--- src/rtl/sevseg_pkg.sv ---
// rtl/sevseg_pkg.sv - segment constants and helpers for the seven-segment scan driver
package sevseg_pkg;

  localparam logic [6:0] SEG_BLANK = 7'b111_1111;
  localparam logic [6:0] SEG_DASH  = 7'b011_1111;

  // Active-low {g,f,e,d,c,b,a}; anything outside 0..9 renders as a dash.
  function automatic logic [6:0] seg_encode(input logic [3:0] nibble);
    logic [6:0] seg;
    case (nibble)
      4'd0:    seg = 7'b100_0000;
      4'd1:    seg = 7'b111_1001;
      4'd2:    seg = 7'b010_0100;
      4'd3:    seg = 7'b011_0000;
      4'd4:    seg = 7'b001_1001;
      4'd5:    seg = 7'b001_0010;
      4'd6:    seg = 7'b000_0010;
      4'd7:    seg = 7'b111_1000;
      4'd8:    seg = 7'b000_0000;
      4'd9:    seg = 7'b001_0000;
      default: seg = SEG_DASH;
    endcase
    return seg;
  endfunction

  function automatic logic [31:0] pow10(input int n);
    logic [31:0] r;
    r = 32'd1;
    for (int i = 0; i < n; i++) begin
      r = r * 32'd10;
    end
    return r;
  endfunction

endpackage

--- src/rtl/bin2bcd_seq.sv ---
// rtl/bin2bcd_seq.sv - sequential double-dabble converter, one input bit per clock
// Only the low DIGITS nibbles are kept; higher digits are dropped since overflow is decided elsewhere.
module bin2bcd_seq #(
  parameter int DATA_W = 14,
  parameter int DIGITS = 4
) (
  input  logic                  clk,
  input  logic                  rst_n,
  input  logic                  start,
  input  logic [DATA_W-1:0]     bin,
  output logic                  busy,
  output logic                  done,
  output logic [4*DIGITS-1:0]   result
);

  localparam int CW = $clog2(DATA_W + 1);
  localparam int BW = 4 * DIGITS;

  logic [DATA_W-1:0] sh_q, sh_d;
  logic [BW-1:0]     bcd_q, bcd_d;
  logic [BW-1:0]     adj;
  logic [BW-1:0]     step;
  logic [CW-1:0]     cnt_q, cnt_d;
  logic              busy_q, busy_d;

  always_comb begin
    adj = bcd_q;
    for (int i = 0; i < DIGITS; i++) begin
      if (bcd_q[4*i +: 4] >= 4'd5) begin
        adj[4*i +: 4] = bcd_q[4*i +: 4] + 4'd3;
      end
    end
    step = {adj[BW-2:0], sh_q[DATA_W-1]};
  end

  // done is combinational so the caller can commit step on the same edge busy drops.
  assign done   = busy_q && (cnt_q == CW'(1));
  assign busy   = busy_q;
  assign result = step;

  always_comb begin
    sh_d   = sh_q;
    bcd_d  = bcd_q;
    cnt_d  = cnt_q;
    busy_d = busy_q;
    if (busy_q) begin
      sh_d  = sh_q << 1;
      bcd_d = step;
      cnt_d = cnt_q - CW'(1);
      if (done) begin
        busy_d = 1'b0;
      end
    end
    if (start) begin
      sh_d   = bin;
      bcd_d  = '0;
      cnt_d  = CW'(DATA_W);
      busy_d = 1'b1;
    end
  end

  always_ff @(posedge clk or negedge rst_n) begin
    if (!rst_n) begin
      sh_q   <= '0;
      bcd_q  <= '0;
      cnt_q  <= '0;
      busy_q <= 1'b0;
    end else begin
      sh_q   <= sh_d;
      bcd_q  <= bcd_d;
      cnt_q  <= cnt_d;
      busy_q <= busy_d;
    end
  end

endmodule

--- src/rtl/seven_segment_scan.sv ---
// rtl/seven_segment_scan.sv - multiplexed common-anode seven-segment driver with binary load
// SEVSEG_LZB_EN enables leading-zero blanking.
module seven_segment_scan
  import sevseg_pkg::*;
#(
  parameter int DIGITS   = 4,
  parameter int DATA_W   = 14,
  parameter int SCAN_DIV = 100000
) (
  input  logic              clk,
  input  logic              rst_n,
  input  logic              load,
  input  logic [DATA_W-1:0] data,
  input  logic [DIGITS-1:0] blank_mask,
  output logic              busy,
  output logic              overflow,
  output logic [DIGITS-1:0] DIGIT,
  output logic [6:0]        DISPLAY
);

  localparam int SCW = $clog2(SCAN_DIV);
  localparam int IW  = (DIGITS > 1) ? $clog2(DIGITS) : 1;
  localparam int BW  = 4 * DIGITS;
  localparam logic [SCW-1:0] DIV_MAX = SCW'(SCAN_DIV - 1);
  localparam logic [IW-1:0]  IDX_MAX = IW'(DIGITS - 1);
  localparam logic [31:0]    LIMIT   = pow10(DIGITS) - 32'd1;

  logic           conv_busy;
  logic           conv_done;
  logic [BW-1:0]  conv_result;
  logic           accept;
  logic [31:0]    data_ext;

  logic           ovf_pend_q, ovf_pend_d;
  logic           ovf_q, ovf_d;
  logic [BW-1:0]  disp_q, disp_d;
  logic [SCW-1:0] scan_q, scan_d;
  logic [IW-1:0]  idx_q, idx_d;

  logic [BW-1:0]  shifted;
  logic [3:0]     nib;
  logic           lz_blank;

  // A load on the committing edge is accepted, giving back-to-back conversions.
  assign accept   = load && (!conv_busy || conv_done);
  assign data_ext = 32'(data);

  bin2bcd_seq #(
    .DATA_W (DATA_W),
    .DIGITS (DIGITS)
  ) u_bin2bcd (
    .clk    (clk),
    .rst_n  (rst_n),
    .start  (accept),
    .bin    (data),
    .busy   (conv_busy),
    .done   (conv_done),
    .result (conv_result)
  );

  always_comb begin
    ovf_pend_d = ovf_pend_q;
    ovf_d      = ovf_q;
    disp_d     = disp_q;
    scan_d     = scan_q + SCW'(1);
    idx_d      = idx_q;
    if (accept) begin
      ovf_pend_d = (data_ext > LIMIT);
    end
    if (conv_done) begin
      disp_d = conv_result;
      ovf_d  = ovf_pend_q;
    end
    if (scan_q == DIV_MAX) begin
      scan_d = '0;
      idx_d  = (idx_q == '0) ? IDX_MAX : idx_q - IW'(1);
    end
  end

  always_ff @(posedge clk or negedge rst_n) begin
    if (!rst_n) begin
      ovf_pend_q <= 1'b0;
      ovf_q      <= 1'b0;
      disp_q     <= '0;
      scan_q     <= '0;
      idx_q      <= IDX_MAX;
    end else begin
      ovf_pend_q <= ovf_pend_d;
      ovf_q      <= ovf_d;
      disp_q     <= disp_d;
      scan_q     <= scan_d;
      idx_q      <= idx_d;
    end
  end

  // Nibbles at and above the active index; all-zero means the digit is a leading zero.
  always_comb begin
    shifted = disp_q >> {idx_q, 2'b00};
    nib     = shifted[3:0];
`ifdef SEVSEG_LZB_EN
    lz_blank = (idx_q != '0) && (shifted == '0);
`else
    lz_blank = 1'b0;
`endif
  end

  always_comb begin
    DIGIT = ~(DIGITS'(1) << idx_q);
    if (blank_mask[idx_q]) begin
      DISPLAY = SEG_BLANK;
    end else if (ovf_q) begin
      DISPLAY = SEG_DASH;
    end else if (lz_blank) begin
      DISPLAY = SEG_BLANK;
    end else begin
      DISPLAY = seg_encode(nib);
    end
  end

  assign busy     = conv_busy;
  assign overflow = ovf_q;

endmodule

--- config.mk ---
export PLATFORM = sky130hd
export DESIGN_NAME = seven_segment_scan
export DESIGN_NICKNAME = d
export VERILOG_FILES = /design/src/rtl/sevseg_pkg.sv /design/src/rtl/bin2bcd_seq.sv /design/src/rtl/seven_segment_scan.sv
export SDC_FILE = /design/constraint.sdc
export NUM_CORES = 1
export LEC_CHECK = 0
export ABC_AREA = 1
export BUFFER_PORTS_ARGS = -buffer_cell sky130_fd_sc_hd__buf_2
export CAP_MARGIN = 5
export CORE_ASPECT_RATIO = 0.7
export CORE_UTILIZATION = 60
export CTS_CLUSTER_SIZE = 8
export DETAILED_ROUTE_END_ITERATION = 10
export PLACE_DENSITY = 0.77
export REMOVE_ABC_BUFFERS = 1
export SYNTH_ARGS = -nofsm -noshare
export SYNTH_HDL_FRONTEND = slang
export SYNTH_HIERARCHICAL = 1
export SYNTH_SLANG_ARGS = --single-unit
--- constraint.sdc ---
create_clock -name clk -period 2.79 [get_ports clk]
set_clock_uncertainty 0.1 [all_clocks]
set_input_delay 0.279 -clock clk [delete_from_list [all_inputs] [get_ports clk]]
set_output_delay 0.279 -clock clk [all_outputs]
set_load 0.005 [all_outputs]
# Yosys cells after proc, flatten, opt, wreduce, memory -nomap -nowiden
# Memories as Yosys holds them, arrays and structs flattened.
# Cells that the tools add are included.
# Widths: inputs -> output; s select.
totals:
  regBits: 72
  latch_bits: 0
  ramBits: 0
  rom_bits: 112
  in_bits: 21
  out_inout_bits: 13
  elab_cells: 53
  memories: 1
mem_list:
  columns: ["memory", "words", "word_bits", "read_ports", "rd_clocked_by_memory_dff", "write_ports", "line", "source"]
  rows:
  - ["(name not given)", 16, 7, 1, 0, 0, "sevseg_pkg.sv:10", "case (nibble)"]
op_classes:
  n_addsub: 7
  mul: 0
  div_mod_pow: 0
  magnitude_cmp: 6
  n_eq_ne: 2
  n_shift: 2
  muxes: 19
  bitwise_logic: 1
  n_reduce_logical: 6
ops:
  columns: ["operator", "n"]
  rows:
  - ["$mux 16", 2]
  - ["$mux 14", 2]
  - ["$mux 4", 5]
  - ["$add 17x1->17 const B", 1]
  - ["$eq 17x17->1 const B", 1]
  - ["$mux 17", 1]
  - ["$ge 4x3->1 const B", 4]
  - ["$shr 16x4->4", 1]
  - ["$gt 14x14->1 const B", 1]
  - ["$mux 7", 2]
  - ["$add 4x2->4 const B", 3]
  - ["$eq 4x1->1 const B", 1]
  - ["$mux 1", 4]
  - ["$not 4->4", 1]
  - ["$shl 1x2->4 const A", 1]
  - ["$sub 4x1->4 const B", 1]
  - ["$add 3x2->3 const B", 1]
  - ["$lt 2x3->1 const B", 1]
  - ["$mux 3", 1]
  - ["$bmux 1 s2", 1]
  - ["$logic_and 1x1->1", 2]
  - ["$logic_not 2->1", 1]
  - ["$mux 2", 1]
  - ["$reduce_bool 2->1", 1]
  - ["other kinds (3)", 3]

# Longest topological paths before layout
depth:
  depth_word: 5
  depth_mapped: 15
  mapped_depth_nobuf: 13

# By module
# The synthesis kept the hierarchy.
modules_own_cells:
  columns: ["module", "instances", "cells_each", "area_per_inst_um2", "seq_area_each_um2"]
  rows:
  - ["seven_segment_scan", 1, 317, 2308.5, 928.4]
  - ["bin2bcd_seq", 1, 260, 2129.5, 875.8]

# Least setup slack after synthesis
# OpenSTA, ideal clock, no wires.
synth_path:
  path_type: "register to register"
  from: "reg u_bin2bcd.cnt_q[1]"
  to: "reg u_bin2bcd.sh_q[10]"
  setup_ns: 0.122
  t_arrival_ns: 1.886
  required_time_ns: 2.568
  setup_slack_ns: 0.682
  path_stages_with_launch: 15
  path_buffers: 3
  synth_period_minus_slack_ns: 2.108
  cell_sequence: "dfrtp_1 > inv_1 > ha_1 > nand2_1 > nor3_1 > buf_2 > clkinv_1 > nand2_1 > nand2_1 > inv_1 > inv_2 > buf_6 > buf_6 > o211ai_2 > o21ai_2"
synth_between:
  elab_chain_len: 5
  word_cells_on_any_way: 6
  classes_between: "eq/ne: 1; mux: 1; reduce/logical: 4"
synth_lines:
  columns: ["element", "line", "source"]
  rows:
  - ["start: declaration", "bin2bcd_seq.sv:23", "logic [CW-1:0] cnt_q, cnt_d;"]
  - ["start signal: assignment", "bin2bcd_seq.sv:71", "cnt_q <= cnt_d;"]
  - ["$eq 4x1->1 (*)", "bin2bcd_seq.sv:37", "assign done = busy_q && (cnt_q == CW'(1));"]
  - ["$logic_and 1x1->1 (*)", "bin2bcd_seq.sv:37", null]
  - ["net conv_done", "seven_segment_scan.sv:29", "logic conv_done;"]
  - ["$logic_or 1x1->1 (*)", "seven_segment_scan.sv:45", "assign accept = load && (!conv_busy || conv_done);"]
  - ["$logic_and 1x1->1 (*)", "seven_segment_scan.sv:45", null]
  - ["net accept", "seven_segment_scan.sv:31", "logic accept;"]
  - ["$mux 14 / $reduce_bool 2->1 (equally long branches)", null, null]
  - ["end signal: assignment", "bin2bcd_seq.sv:64", "sh_q <= '0;"]
  - ["end signal: assignment", "bin2bcd_seq.sv:69", "sh_q <= sh_d;"]
  - ["end: declaration", "bin2bcd_seq.sv:19", "logic [DATA_W-1:0] sh_q, sh_d;"]
# The timed path passes the listed nets; every way through them passes the cells marked *.
# A chain may end at the register's enable or synchronous reset.

# Final worst setup path
layout_path:
  from: "reg idx_q[0]"
  to: "out DISPLAY[4]"
layout_between:
  elab_chain_len: 4
  word_cells_on_any_way: 6
  classes_between: "shift: 1; mux: 4; memory: 1"
layout_lines:
  columns: ["element", "line", "source"]
  rows:
  - ["start: declaration", "seven_segment_scan.sv:38", "logic [IW-1:0] idx_q, idx_d;"]
  - ["start signal: assignment", "seven_segment_scan.sv:92", "idx_q <= idx_d;"]
  - ["$shr 16x4->4", "seven_segment_scan.sv:98", "shifted = disp_q >> {idx_q, 2'b00};"]
  - ["$mem_v2 16x7", null, null]
  - ["$mux 7", "seven_segment_scan.sv:111", "end else if (ovf_q) begin"]
  - ["$mux 7 (*)", "seven_segment_scan.sv:109", "if (blank_mask[idx_q]) begin"]
  - ["end: declaration", "seven_segment_scan.sv:18", "output logic [6:0] DISPLAY"]
# Mark *: on every way between the ends. The rest lies on a longest branch, timed or not. The select of a mux whose other input is x is not followed.

==> qor.csv <==
stage,metric,value,unit
detailed_routing,DRC Markers,0,
die,die area,7750,µm²
synthesis,Synth top area share,39.5,%
clock_tree,CTS tree,built,
layout,area grow syn2layout,9.87,%
place,DP Wirelength,6710,µm
place,I/O Buffers,33,
clock_tree,Clock Tree Buf Depth,2,
detailed_routing,Post-Route WL,8950,µm
sta,minimum clock period,2580,ps
clock_tree,clk slew on worst S/H paths,70,ps
sta,Final period util,92.6,%
power,sw power,1.90,mW
sta,Slew HR,41.8,%
sta,RSZ-0062 raised after global routing,no,
layout,most frequent cells in the layout,"nand2_1, inv_1, dfrtp_1",
synthesis,ys async rst share,100,%
setup_path,Critical Path RT,2410,ps
clock_tree,CTS Root Cell,clkbuf_8,
layout,share of layout cells above drive strength 1,16.7,%
setup_path,Startpoint Class,register,
power,Leak,2.60,nW
die,effective utilization at floorplan,63.9,%
min_path,worst hold path class,in -> reg,
global_route,initial antenna violation count,0,
outcome,outcome,completed,
power,Gate power share,45.6,%
detailed_routing,via count,3705,
clock_tree,worst skew pair latency,340,ps
global_route,first-pass GRT wire length,15500,µm
global_route,number of global-route vias before repair,3373,
synthesis,#FFs+latches synth,72,
synthesis,Gate Count Post-Synth,577,
sta,setup violators final,0,
die,Rows,25,
power,pwr dens,924,nW/µm²
sta,max frequency,387,MHz
power,Int Pwr,2.61,mW
power,"IR drop worst, VDD",0.000722,V
clock_tree,Post CTS Setup Buffer Count,0,
die,Die W,105,µm
sta,Hold WS,48.1,ps
synthesis,ranking of synthesized cells by area,"dfrtp_1, nand2_1, inv_1",
detailed_routing,post-route ant nets,0,
power,switching share of total power,42.2,%
detailed_routing,Avg WL per Cell,12.6,µm
setup_path,crit path launch,idx_q[0]$_DFFE_PN1N_,
setup_path,reg2reg start,u_bin2bcd/cnt_q[1]$_DFFE_PN0P_,
setup_path,Setup Crit Path Kind,reg -> out,
power,clock power share,18.1,%
min_path,Worst Min Path Start,data[0],
setup_path,crit path capture type,output port,
global_route,gr ovfl total,0,
setup_path,CP Data Arrival Time,2210,ps
detailed_routing,DRT Pass-1 Iters,5,
synthesis,ys flop type,dfrtp_1,
synthesis,register area share after synthesis,40.7,%
sta,TNS Setup,0,ps
detailed_routing,routed vias/inst,5.20,
setup_path,Crit Path Max Fanout,15,
sta,worst slew pin tran,872,ps
layout,# diodes,0,
sta,Fin. Hold Viols,0,
layout,Nets,655,
job,Max-Cap Viols,0,
sta,Final Max Slew Viols,0,
synthesis,Yosys warnings,6,
clock_tree,htree depth,3,
global_route,largest net degree at the start of global routing,38,
synthesis,leading area contributor after synthesis,dfrtp_1,
synthesis,count of cell types in the netlist,37,
clock_tree,Clock Sinks,72,
clock_tree,CTS buffer count,9,
global_route,Total GRT Usage,25.5,%
place,Final GP Congestion,0.897,
detailed_routing,DRT iter0 DRCs,248,
layout,"most common cell after layout, fill and taps aside",nand2_1,
power,Design Power,4.51,mW
synthesis,number of synthesized flops with an enable pin,0,
die,Die Span Y,74.0,µm
synthesis,Synth Cell Area,4440,µm²
die,core region area,6940,µm²
die,I/O pin cnt,34,
power,Flop pwr share,36.2,%
synthesis,Syn Area/Cell,7.69,µm²
==> Yosys cell counts, types with 6 or more instances <==
cell	number
nand2_1	194
nand2_2	7
o21ai_1	8
dfrtp_1	70
nand4_1	15
ha_1	21
inv_2	7
and2_1	8
o21ai_2	7
inv_1	78
o21ai_0	13
o211ai_2	13
nor2_1	34
xor2_1	6
nand3_1	51
==> cell type report <==
cell class / count / area, µm²
sequential: 72 / 1810
fill: 594 / 2070
inverter: 86 / 323
multi-input combinational: 405 / 2200
tap: 94 / 118
timing repair buffer: 39 / 225
clock inverter: 4 / 53.8
clock buffer: 12 / 145
==> per-layer routing <==
layer  global-route usage (%)  part of all wire, %  vias up
met5                        0                    0        -
met2                     38.9                   43       89
met4                     8.61                  1.1        0
met3                     6.22                  4.5       14
li1                         -                    -     1908
met1                     36.1                   52     1694
==> per-stage QoR <==
| step | setup slack [ps] | instances | utilization [%] | cell area, µm² |
|---|---|---|---|---|
| after global routing | 42.5 | 712 | 70.2 | 4880 |
| after global placement | 502 | 695 | 67.1 | 4660 |
| after floorplan | -969 | 563 | - | 4320 |
| after CTS | 97.1 | 712 | 70.1 | 4870 |
| after detailed placement | 462 | 695 | 67.1 | 4660 |
| final | 206 | 712 | 70.2 | 4880 |
==> what timing repair did <==
action	CTS	global route
gates resized for setup	0	3
hold endpoints to repair	34	0
hold buffers	1	0
endpoints found under the setup margin	0	5
==> worst max-delay path, stage by stage, from the launching register on <==
cell and delay, ps:
dfstp_4 710, inv_2 150, nand2_1 90, nand3_1 80, nand2_2 140, inv_1 90, ha_1 220, nand3_1 100
nand3_1 90, nand2_1 80, buf_2 110
==> registers in the layout, indices dropped and copies added, names as in the netlist <==
register and flops:
u_bin2bcd/cnt_q 4, disp_q 16, overflow 1, scan_q 17, u_bin2bcd/bcd_q 16, ovf_pend_q 1
u_bin2bcd/sh_q 14, u_bin2bcd/busy 1, idx_q 2
==> worst paths after layout <==
check                           cells after the start  slack, ps                              to
max in group asynchronous                           3       1430  u_bin2bcd/bcd_q[5]$_DFFE_PN0P_
worst max-delay path                               10        210                      DISPLAY[4]
worst max register to register                     13        430  u_bin2bcd/bcd_q[6]$_DFFE_PN0P_
min in group asynchronous                           2        490             scan_q[6]$_DFF_PN0_
worst min-delay path                                3         50   u_bin2bcd/sh_q[0]$_DFFE_PN0P_
worst min register to register                      1        360             scan_q[0]$_DFF_PN0_
==> logic make-up (layout without fill, tap and decap cells) <==
family,Yosys count,after routing,share of synthesized area [%]
AOI/OAI and AO/OA,54,54,9.44
xor gates and xnor gates,7,7,1.38
adders and majority gates,21,21,5.92
buffers and inverters,100,141,9.92
DFF,72,72,40.7
and+or+nand+nor,323,323,32.7
==> power by group through the flow <==
stage	logic (mW)	clock network, mW	registers (mW)
6_report	2.06	0.818	1.63
4_1_cts	2.04	0.840	1.63
3_5_place_dp	2.03	0	1.64
2_1_floorplan	1.55	0	1.58
5_1_grt	2.35	0.883	1.67
3_3_place_gp	1.94	0	1.63
Power figures use the tool's default switching activity.
